$ cat src/rtl/axi_read_arbiter.sv
// rtl/axi_read_arbiter.sv - two-requester round-robin arbiter for a shared AXI read (AR/R) channel
// One transaction is in flight at a time. The grant is held from the AR beat through the final R beat.
module axi_read_arbiter #(
  parameter logic [7:0] INST_BURST_LEN = 8'd7,
  parameter logic [7:0] DATA_BURST_LEN = 8'd7
) (
  input  logic        aclk,
  input  logic        aresetn,

  input  logic        inst_arvalid_i,
  input  logic [31:0] inst_araddr_i,
  input  logic        inst_cached_i,
  output logic        inst_arready_o,
  output logic [31:0] inst_rdata_o,
  output logic        inst_rvalid_o,
  output logic        inst_rlast_o,
  input  logic        inst_rready_i,

  input  logic        data_arvalid_i,
  input  logic [31:0] data_araddr_i,
  input  logic        data_cached_i,
  output logic        data_arready_o,
  output logic [31:0] data_rdata_o,
  output logic        data_rvalid_o,
  output logic        data_rlast_o,
  input  logic        data_rready_i,

  output logic [3:0]  arid_o,
  output logic [31:0] araddr_o,
  output logic [7:0]  arlen_o,
  output logic [2:0]  arsize_o,
  output logic [1:0]  arburst_o,
  output logic [1:0]  arlock_o,
  output logic [3:0]  arcache_o,
  output logic [2:0]  arprot_o,
  output logic        arvalid_o,
  input  logic        arready_i,

  input  logic [3:0]  rid_i,
  input  logic [31:0] rdata_i,
  input  logic [1:0]  rresp_i,
  input  logic        rlast_i,
  input  logic        rvalid_i,
  output logic        rready_o
);

  typedef enum logic [1:0] {
    IDLE = 2'd0,
    ADDR = 2'd1,
    DATA = 2'd2
  } state_t;

  state_t      state_q, state_d;
  logic        owner_q, owner_d;
  logic        last_owner_q, last_owner_d;
  logic        cached_q, cached_d;
  logic [31:0] addr_q, addr_d;

  logic in_addr;
  logic in_data;
  logic inst_owns;
  logic data_owns;

  // Only one transaction is ever outstanding, so response id and status carry no information here.
  logic unused_r_fields;
  assign unused_r_fields = ^{rid_i, rresp_i};

  always_comb begin
    state_d      = state_q;
    owner_d      = owner_q;
    last_owner_d = last_owner_q;
    cached_d     = cached_q;
    addr_d       = addr_q;
    unique case (state_q)
      IDLE: begin
        if (inst_arvalid_i || data_arvalid_i) begin
          if (inst_arvalid_i && data_arvalid_i) begin
            owner_d = ~last_owner_q;
          end else begin
            owner_d = data_arvalid_i;
          end
          addr_d   = owner_d ? data_araddr_i : inst_araddr_i;
          cached_d = owner_d ? data_cached_i : inst_cached_i;
          state_d  = ADDR;
        end
      end
      ADDR: begin
        if (arready_i) begin
          state_d = DATA;
        end
      end
      DATA: begin
        if (rvalid_i && rready_o && rlast_i) begin
          state_d      = IDLE;
          last_owner_d = owner_q;
        end
      end
      default: begin
        state_d = IDLE;
      end
    endcase
  end

  always_ff @(posedge aclk or negedge aresetn) begin
    if (!aresetn) begin
      state_q      <= IDLE;
      owner_q      <= 1'b0;
      last_owner_q <= 1'b1;
      cached_q     <= 1'b0;
      addr_q       <= 32'd0;
    end else begin
      state_q      <= state_d;
      owner_q      <= owner_d;
      last_owner_q <= last_owner_d;
      cached_q     <= cached_d;
      addr_q       <= addr_d;
    end
  end

  assign in_addr   = (state_q == ADDR);
  assign in_data   = (state_q == DATA);
  assign inst_owns = in_data && !owner_q;
  assign data_owns = in_data && owner_q;

  assign arvalid_o = in_addr;
  assign arid_o    = {3'b000, owner_q};
  assign araddr_o  = addr_q;
  assign arlen_o   = cached_q ? (owner_q ? DATA_BURST_LEN : INST_BURST_LEN) : 8'd0;
  assign arburst_o = {1'b0, cached_q};
  assign arsize_o  = 3'b010;
  assign arlock_o  = 2'b00;
  assign arcache_o = 4'b0000;
  assign arprot_o  = 3'b000;

  assign inst_arready_o = in_addr && !owner_q && arready_i;
  assign data_arready_o = in_addr && owner_q && arready_i;

  assign rready_o = in_data && (owner_q ? data_rready_i : inst_rready_i);

  // Non-owner and out-of-DATA views are forced to zero so no beat can leak across requesters.
  assign inst_rvalid_o = inst_owns && rvalid_i;
  assign inst_rlast_o  = inst_owns && rlast_i;
  assign inst_rdata_o  = inst_owns ? rdata_i : 32'd0;
  assign data_rvalid_o = data_owns && rvalid_i;
  assign data_rlast_o  = data_owns && rlast_i;
  assign data_rdata_o  = data_owns ? rdata_i : 32'd0;

endmodule

$ cat config.mk
export PLATFORM = sky130hd
export DESIGN_NAME = axi_read_arbiter
export DESIGN_NICKNAME = d
export VERILOG_FILES = /design/src/rtl/axi_read_arbiter.sv
export SDC_FILE = /design/constraint.sdc
export NUM_CORES = 1
export LEC_CHECK = 0
export BUFFER_PORTS_ARGS = -buffer_cell sky130_fd_sc_hd__buf_2
export CAP_MARGIN = 20
export CORE_AREA = 2 2 95 97
export CTS_CLUSTER_DIAMETER = 50
export CTS_CLUSTER_SIZE = 24
export DETAILED_ROUTE_END_ITERATION = 12
export DIE_AREA = 0 0 97 99
export HOLD_SLACK_MARGIN = 0.06
export PLACE_DENSITY = 0.75
export SETUP_SLACK_MARGIN = 0.1
export SLEW_MARGIN = 30
export SYNTH_ARGS = -nofsm -noshare
export SYNTH_HDL_FRONTEND = slang
export SYNTH_SLANG_ARGS = --single-unit
$ cat constraint.sdc
create_clock -name aclk -period 1.55 [get_ports aclk]
set_input_delay 0.0775 -clock aclk [delete_from_list [all_inputs] [get_ports aclk]]
set_output_delay 0.0775 -clock aclk [all_outputs]
set_load 0.05 [all_outputs]
==> results of run 1 <==
[logic make-up after synthesis]
logic type / synth area share
AND/OR/NAND/NOR: 0.177
multiplexers: 0.356
buffers and inverters: 0.116
flip-flops: 0.336
AO/OA/AOI/OAI: 0.0113
other: 0.00272
[per-stage QoR]
step | power (W) | hold WS, ns
6_report | 0.0104 | 0.0793
5_1_grt | 0.0108 | 0.0765
4_1_cts | 0.00978 | 0.0701
3_5_place_dp | 0.00802 | -0.0000372
3_3_place_gp | 0.00792 | -0.00527
2_1_floorplan | 0.00681 | -0.218
[worst paths after layout]
path / startpoint / endpoint / slack, ns / cells after the start
setup / recovery: last_owner_q / araddr_o[15] / -0.08 / 4
hold / removal: arready_i / state_q[0] / 0.08 / 3
setup reg to reg: last_owner_q / araddr_o[15] / -0.08 / 4
hold reg to reg: araddr_o[16] / araddr_o[16] / 0.51 / 1
max in group asynchronous: aresetn / owner_q / 0.78 / 3
min in group asynchronous: aresetn / araddr_o[6] / 0.23 / 2
[routing by layer]
metal | up-vias | track usage | wire, um
met3 | 11 | 0.0610 | 955
li1 | 1186 | - | -
met2 | 154 | 0.363 | 5380
met5 | - | 0 | 0
met1 | 1226 | 0.201 | 3630
met4 | 0 | 0.0553 | 177
[tightest hold or removal path: cells and delay by family]
kind	cells	cell delay (ns)
buffers and inverters	2	0.15
AOI/OAI and AO/OA	1	0.10
[report_power, final]
| part | total (W) | switching [W] | internal [W] |
|---|---|---|---|
| logic | 0.00796 | 0.00461 | 0.00335 |
| registers | 0.00176 | 0.000278 | 0.00148 |
| clock network | 0.000646 | 0.000336 | 0.000310 |
[synthesized netlist by cell type, drive strengths merged]
cell type,instances
a21bo,1
a21o,1
and2,68
buf,33
clkbuf,6
conb,2
dfrtp,36
dfstp,1
inv,2
mux2,67
mux2i,1
nand2,2
nand2b,1
nor2,6
nor2b,1
nor3,2
o21ai,1
o32ai,1
[timing repair]
| action | CTS | global route |
|---|---|---|
| hold buffers | 1 | 0 |
| pin swaps | 12 | 24 |
| cloned | 4 | 6 |
| setup buffers | 10 | 1 |
| setup endpoints to repair | 104 | 106 |
| gates resized for setup | 210 | 82 |
| endpoints found under the hold margin | 28 | 0 |
[sequential cells by signal, summed over array words and instances (netlist names)]
register / cells
last_owner_q: 1
owner_q: 1
state_q: 2
cached_q: 1
araddr_o: 32
[layout make-up]
class	instances	area, um2
Fill cell	643	3260
Timing Repair Buffer	246	2280
Multi-Input combinational cell	173	1850
Sequential cell	37	930
Tap cell	108	135
Clock buffer	5	68.8
Clock inverter	3	17.5
Inverter	2	7.51
Antenna cell	1	2.50
==> flow_summary.json, run 1 <==
{
  "power.density_cell_area_nw_per_um2": 1960,
  "antenna_violations_before_repair": 1,
  "drt-total-wl_mm": 10.1,
  "fin_crit_sh": 1.05,
  "path_max_fanout": 12,
  "last_weighted_congestion_value_of_the_routability_driven_placer": 0.781,
  "syn_area_per_cell_um2": 11.9,
  "globalRoute.totalOverflow": 0,
  "outcome": "complete, but fails checks",
  "die_width_um": 97,
  "synthesis.area_um2": 2760,
  "num_io_pins": 243,
  "grtUsageTotal": 0.191,
  "setup_viol": 102,
  "yosysWarningCount": 0,
  "clock_sinks": 37,
  "timing.clock.skew_ns": 0.00870,
  "io_buffers": 215,
  "fin_cells": 575,
  "nature_of_the_critical_path_endpoint": "flip-flop",
  "top_area_cell_type_share_of_the_netlist_area": 0.327,
  "startpoint_type": "flip-flop",
  "dr_total_vias": 2577,
  "grt_max_degree": 36,
  "final_design_area_no_fill_um2": 5290,
  "crit_slowest_cell": "dfstp_2",
  "clkLatencyLatePin_ns": 0.28,
  "area.growth.synth_to_final_pct": 91.9,
  "total_leakage_power_nw": 2.76,
  "worst_setup_path_type": "reg2reg",
  "holdCritPathClass": "in2reg",
  "avgRoutedWirePerCell_um": 17.6,
  "hpwlAfterDp_mm": 6.34,
  "fp.dieH_um": 99,
  "timing.critical_path.slowest_cell_delay_ns": 0.55,
  "core_box_area_um2": 8550,
  "post_route_cells_drive_above_1_share": 0.867,
  "avgViaCountPerCell": 4.48,
  "post_synth_inst_count": 232,
  "leading_cell_types_by_total_area_after_synthesis": "dfrtp_1 (33%), mux2_4 (32%), and2_1 (15%)",
  "failing_checks": "negative setup slack",
  "place_area_um2": 3970,
  "maxCapViolCount": 0,
  "synth.yosys.seq_area_share": 0.336,
  "drt_pre_antenna_iters": 4,
  "placedCellCount": 544,
  "final_critical_path_setup_slack_ns": -0.0809,
  "critical_path_arrival_ns": 1.80,
  "grt_first_pass_wirelength_mm": 14.5,
  "first_global_vias": 2760,
  "die_area_um2": 9600,
  "irDropWorstVdd_mv": 0.880,
  "layout.cells.most_common": "buf_2",
  "max_freq_mhz": 613,
  "cts_buffer_depth": 2,
  "critPathBufInv": 1,
  "cp_data_required_time_ns": 1.72,
  "drc": 0,
  "ys_ff_latch": 37,
  "dr.first_iter.drc_count": 22,
  "cts.clk_slew.worst_paths_ns": 0.08,
  "worst_path_most_repeated_cell": "mux2_4",
  "grt_setup_unrepaired": "true",
  "final_period_demand_of_the_worst_path_ns": 1.63,
  "cts_inserted_buffers": 5,
  "synth_cell_types": 22,
  "initial_utilization": 0.322,
  "timing_hold_violations_final": 0,
  "yosys.area.top_type": "dfrtp_1",
  "drt.antenna.violating_nets": 0,
  "final_core_utilization": 0.619,
  "htreeDepth": 2,
  "pre_cts_slack_ns": -0.0935,
  "timing.final.max_slew_violations": 0,
  "path_cells": "a21bo_4 > buf_16 > mux2_4 > mux2_4",
  "tritoncts": "built",
  "num_rows": 34,
  "ctsRootBufferMaster": "clkbuf_8",
  "final_net_count": 578,
  "setup_tns_ns": -4.60,
  "mostFrequentLayoutCells": "buf_2 (143), mux2_4 (66), and2_4 (62)",
  "cp_delay_by_family_top": "multiplexers"
}
Power figures use the tool's default switching activity.
==> run 2, diff against run 1 <==
--- a/config.mk
+++ b/config.mk
@@ -5,13 +5,13 @@
 export SDC_FILE = /design/constraint.sdc
 export NUM_CORES = 1
 export LEC_CHECK = 0
+export ABC_AREA = 1
 export BUFFER_PORTS_ARGS = -buffer_cell sky130_fd_sc_hd__buf_2
-export CAP_MARGIN = 20
-export CORE_AREA = 2 2 95 97
+export CORE_AREA = 2 2 93 95
 export CTS_CLUSTER_DIAMETER = 50
 export CTS_CLUSTER_SIZE = 24
 export DETAILED_ROUTE_END_ITERATION = 12
-export DIE_AREA = 0 0 97 99
+export DIE_AREA = 0 0 95 97
 export HOLD_SLACK_MARGIN = 0.06
 export PLACE_DENSITY = 0.75
 export SETUP_SLACK_MARGIN = 0.1
==> flow_summary.json, run 2 <==
{
  "layout.cells.most_common": "nand2_1",
  "min_delay_worst_endpoint": "araddr_o[4]",
  "met2_length_mm": 5.36,
  "hold_start": "inst_araddr_i[4]",
  "final_critical_path_setup_slack_ns": -0.0652,
  "yosysWarningCount": 0,
  "drt-total-wl_mm": 10.6,
  "globalRoute.totalOverflow": 0,
  "grt_max_degree": 35,
  "post_synth_inst_count": 417,
  "clock_sinks": 37,
  "cp_data_required_time_ns": 1.47,
  "power.density_cell_area_nw_per_um2": 1880,
  "async_reset_ff_frac": 1.00,
  "die_area_um2": 9220,
  "timing_hold_violations_final": 0,
  "rr_startpoint": "state_q[1]",
  "synth_enable_flop_cells": 0,
  "avgViaCountPerCell": 4.58,
  "hold_slack_ns": 0.0741,
  "setup_tns_ns": -0.994,
  "total_leakage_power_nw": 2.72,
  "met1_length_mm": 3.95,
  "setup_viol": 46,
  "post-synth-top-count-cell": "nand2_1",
  "hpwlAfterDp_mm": 7.16,
  "worst-r2r-cell-count": 8,
  "last_weighted_congestion_value_of_the_routability_driven_placer": 0.764,
  "yosys.area.top_type": "dfrtp_1",
  "grt_first_pass_wirelength_mm": 14.9,
  "syn_area_per_cell_um2": 6.17,
  "drc": 0,
  "antenna_violations_before_repair": 2,
  "critical_path_arrival_ns": 1.54,
  "holdCritPathClass": "in2reg",
  "top_area_cell_type_share_of_the_netlist_area": 0.350,
  "final_core_utilization": 0.558,
  "outcome": "complete, but fails checks",
  "tritoncts": "built",
  "final_net_count": 749,
  "first_global_vias": 3133,
  "ys_ff_latch": 37,
  "dr_total_vias": 3406,
  "ys_top_cells_by_count": "nand2_1 (177), nor2_1 (72), inv_1 (38), dfrtp_1 (36), nand3_1 (34)",
  "core_box_area_um2": 8130,
  "cts_buffer_depth": 2,
  "pre_cts_slack_ns": 0.199,
  "path_max_fanout": 34,
  "num_io_pins": 243,
  "synth_cell_types": 19,
  "fp.dieH_um": 97,
  "ctsRootBufferMaster": "clkbuf_8",
  "grtUsageTotal": 0.202,
  "regToRegSetupSlack_ns": 0.05,
  "cts.clk_slew.worst_paths_ns": 0.08,
  "avgRoutedWirePerCell_um": 14.2,
  "fin_crit_sh": 1.04,
  "top_layer": "met4",
  "timing.slew.headroom": 0.655,
  "tightest_slew_ns": 0.517,
  "worst_setup_path_type": "reg2out",
  "post_route_cells_drive_above_1_share": 0.485,
  "initial_utilization": 0.317,
  "synth-main-ff-cell": "dfrtp_1",
  "synth.yosys.seq_area_share": 0.360,
  "timing.final.max_slew_violations": 0,
  "synthesis.area_um2": 2570,
  "leading_cell_types_by_total_area_after_synthesis": "dfrtp_1 (35%), nand2_1 (26%), nor2_1 (10%)",
  "cts_inserted_buffers": 5,
  "area.growth.synth_to_final_pct": 76.3,
  "mostFrequentLayoutCells": "nand2_1 (174), buf_2 (144), buf_6 (69)",
  "num_rows": 33,
  "largest_reg_flops": 32,
  "failing_checks": "negative setup slack",
  "final_design_area_no_fill_um2": 4540,
  "irDropWorstVdd_mv": 1.19,
  "startpoint_type": "flip-flop",
  "max_freq_mhz": 619,
  "grt_setup_unrepaired": "true",
  "die_width_um": 95,
  "whs_path_depth": 5,
  "timing.clock.skew_ns": 0.00568,
  "drt_pre_antenna_iters": 4,
  "place_area_um2": 3720,
  "met3_length_um": 810,
  "drt.antenna.violating_nets": 0,
  "htreeDepth": 2,
  "final_period_demand_of_the_worst_path_ns": 1.62,
  "io_buffers": 215,
  "maxCapViolCount": 0,
  "nature_of_the_critical_path_endpoint": "primary output",
  "timing.rr.end": "araddr_o[31]",
  "dr.first_iter.drc_count": 130,
  "clkLatencyLatePin_ns": 0.28
}
-- run 2: cell count changes in the layout (fill, tap and decap cells not counted), sizes merged, moves of 34 or more --
cell / before / now
nand2: 2 / 179
and2: 68 / 1
mux2: 67 / 0
nor2: 6 / 73
inv: 2 / 40
nand3: 0 / 34
-- run 2: worst max-delay path, stage by stage (launching register included) --
cell	delay [ns]
dfrtp_1	0.36
inv_1	0.07
nor2_4	0.16
nand2_1	0.11
buf_12	0.20
nor2_1	0.16
buf_6	0.18
-- run 2: metal layers --
metal  vias to the layer above  GRT usage
met5                         -          0
met2                       194      0.376
met3                        36     0.0382
met1                      1553      0.219
met4                         0     0.0780
li1                       1623          -
-- run 2: worst max-delay path by stage --
stage                           from                to  cells after the start
final                     state_q[1]   inst_rdata_o[2]                      6
after global routing      state_q[1]   data_rdata_o[9]                      6
after CTS                 state_q[0]  data_rdata_o[27]                      5
after detailed placement  state_q[1]  data_rdata_o[18]                      6
after global placement    state_q[1]  data_rdata_o[20]                      6
after floorplan              owner_q  inst_rdata_o[10]                      4
-- run 2: kinds of logic (layout without fill, tap and decap cells) --
family | after synthesis | count (layout) | synth area share
compound gates | 3 | 3 | 0.0112
buf+inv | 87 | 288 | 0.183
flops | 37 | 37 | 0.360
other cells | 2 | 23 | 0.00292
simple gates | 288 | 288 | 0.443
-- run 2: what timing repair did --
action,in CTS,in global routing
buffers inserted,2,2
resized for setup,140,53
gates cloned,0,2
pin swaps,1,1
endpoints found under the setup margin,71,104
hold endpoints to repair,28,0
hold buffers,8,0
-- run 2: per-stage QoR --
step	power, W	instances
6_report	0.00854	744
3_3_place_gp	0.00706	720
4_1_cts	0.00828	738
3_5_place_dp	0.00714	720
5_1_grt	0.00901	744
2_1_floorplan	0.00594	436
-- run 2: cell type report --
class	count	area, um2
Fill cell	749	3590
Antenna cell	2	5.00
Clock buffer	5	68.8
Timing Repair Buffer	241	1820
Sequential cell	37	927
Inverter	39	146
Multi-Input combinational cell	312	1420
Clock inverter	3	21.3
Tap cell	105	131
-- run 2: power by group --
part           switching, W  leakage, nW  internal (W)
Clock              0.000371       0.0446      0.000319
Sequential         0.000261        0.460       0.00143
Combinational       0.00446         2.22       0.00170
Total               0.00509         2.72       0.00344
==> run 3, diff against run 2 <==
==> constraint.sdc (replaced) <==
create_clock -name aclk -period 1.55 [get_ports aclk]
set_input_delay 0.155 -clock aclk [delete_from_list [all_inputs] [get_ports aclk]]
set_output_delay 0.155 -clock aclk [all_outputs]
set_load 0.05 [all_outputs]
==> flow_summary.json, run 3 (synthesized netlist as in run 2, its figures left out) <==
{
  "die_area_um2": 9220,
  "maxCapViolCount": 0,
  "cts_buffer_depth": 2,
  "layout.cells.most_common": "nand2_1",
  "holdCritPathClass": "in2reg",
  "grt_first_pass_wirelength_mm": 14.9,
  "critical_path_arrival_ns": 1.46,
  "core_box_area_um2": 8130,
  "first_global_vias": 3131,
  "area.growth.synth_to_final_pct": 78.6,
  "grtUsageTotal": 0.203,
  "hpwlAfterDp_mm": 7.08,
  "fin_crit_sh": 1.04,
  "io_buffers": 215,
  "clock_sinks": 37,
  "final_critical_path_setup_slack_ns": -0.0688,
  "cts.clk_slew.worst_paths_ns": 0.07,
  "fp.dieH_um": 97,
  "drt-total-wl_mm": 9.72,
  "globalRoute.totalOverflow": 0,
  "drt_pre_antenna_iters": 4,
  "path_max_fanout": 34,
  "post_route_cells_drive_above_1_share": 0.522,
  "avgRoutedWirePerCell_um": 13.1,
  "num_io_pins": 243,
  "final_period_demand_of_the_worst_path_ns": 1.62,
  "antenna_violations_before_repair": 1,
  "initial_utilization": 0.317,
  "grt_setup_unrepaired": "true",
  "timing.clock.skew_ns": 0.00547,
  "dr_total_vias": 3280,
  "num_rows": 33,
  "startpoint_type": "flip-flop",
  "failing_checks": "negative setup slack",
  "power.density_cell_area_nw_per_um2": 1910,
  "grt_max_degree": 35,
  "timing.final.max_slew_violations": 0,
  "placedCellCount": 724,
  "largest_reg_flops": 32,
  "cts_inserted_buffers": 5,
  "mostFrequentLayoutCells": "nand2_1 (173), buf_2 (143), buf_6 (66)",
  "dr.first_iter.drc_count": 78,
  "drc": 0,
  "timing_hold_violations_final": 0,
  "worst_setup_path_type": "reg2out",
  "drt.antenna.violating_nets": 0,
  "nature_of_the_critical_path_endpoint": "primary output",
  "avgViaCountPerCell": 4.43,
  "clkLatencyLatePin_ns": 0.29,
  "ctsRootBufferMaster": "clkbuf_8",
  "irDropWorstVdd_mv": 1.06,
  "setup_viol": 68,
  "die_width_um": 95,
  "outcome": "complete, but fails checks",
  "htreeDepth": 2,
  "cp_data_required_time_ns": 1.39,
  "total_leakage_power_nw": 2.72,
  "final_net_count": 746,
  "pre_cts_slack_ns": 0.137,
  "tritoncts": "built",
  "last_weighted_congestion_value_of_the_routability_driven_placer": 0.817,
  "fin_cells": 740,
  "max_freq_mhz": 618
}
run 3: changes by cell type in the layout (fill, tap and decap cells not counted), sizes merged:
cell         delta
clkinv          -1
inv             -1
buf             +5
dlygate4sd3     -7
bufinv          +1
diode           -1
run 3: worst max-delay path: stages, from the launching register on:
cell	delay, ns
dfrtp_1	0.43
nor2_4	0.14
nand2_2	0.08
buf_12	0.20
nor2_2	0.14
buf_6	0.18
run 3: area by class of cell:
type,instances,area [um2]
fill,716,3530
timing repair buffer,238,1770
multi-input combinational,312,1490
sequential,37,928
inverter,39,151
tap,105,131
clock buffer,6,82.6
clock inverter,2,37.5
antenna,1,2.50
run 3: layer usage:
metal / vias up / GRT usage / wire length, um
li1: 1618 / - / -
met1: 1482 / 0.210 / 3500
met2: 165 / 0.389 / 5160
met3: 15 / 0.0592 / 876
met4: 0 / 0.0535 / 183
met5: - / 0 / 0
run 3: timing repair:
| item | in CTS | in global routing |
|---|---|---|
| pin swaps | 2 | 3 |
| hold buffers | 1 | 0 |
| resized for setup | 157 | 18 |
| cloned | 0 | 0 |
| hold endpoints to repair | 14 | 0 |
| endpoints found under the setup margin | 71 | 72 |
| buffers inserted | 4 | 2 |
run 3: path summary, 6_finish.rpt:
| kind | from | endpoint | slack, ns | cells after the start |
|---|---|---|---|---|
| setup / recovery | state_q[0] | data_rdata_o[25] | -0.07 | 5 |
| min in group asynchronous | aresetn | araddr_o[7] | 0.31 | 2 |
| setup reg to reg | state_q[0] | owner_q | 0.22 | 6 |
| hold reg to reg | araddr_o[8] | araddr_o[8] | 0.48 | 2 |
| max in group asynchronous | aresetn | last_owner_q | 0.67 | 3 |
| hold / removal | arready_i | state_q[0] | 0.1 | 2 |
run 3: through the flow:
stage                     cell area (um2)  TNS (ns)  total power (W)   util  hold WS (ns)
after floorplan                      2850   -0.0582          0.00608      -        -0.141
after global placement               3880         0          0.00720  0.477        0.0792
after detailed placement             3880         0          0.00727  0.477        0.0905
after CTS                            4520    -0.989          0.00870  0.556        0.0830
after global routing                 4600     -8.18          0.00931  0.565        0.0779
final                                4600     -2.17          0.00880  0.565        0.0964
run 3: where the power goes:
group / switching, W / internal (W)
registers: 0.000279 / 0.00143
logic: 0.00447 / 0.00175
clock network: 0.000350 / 0.000523
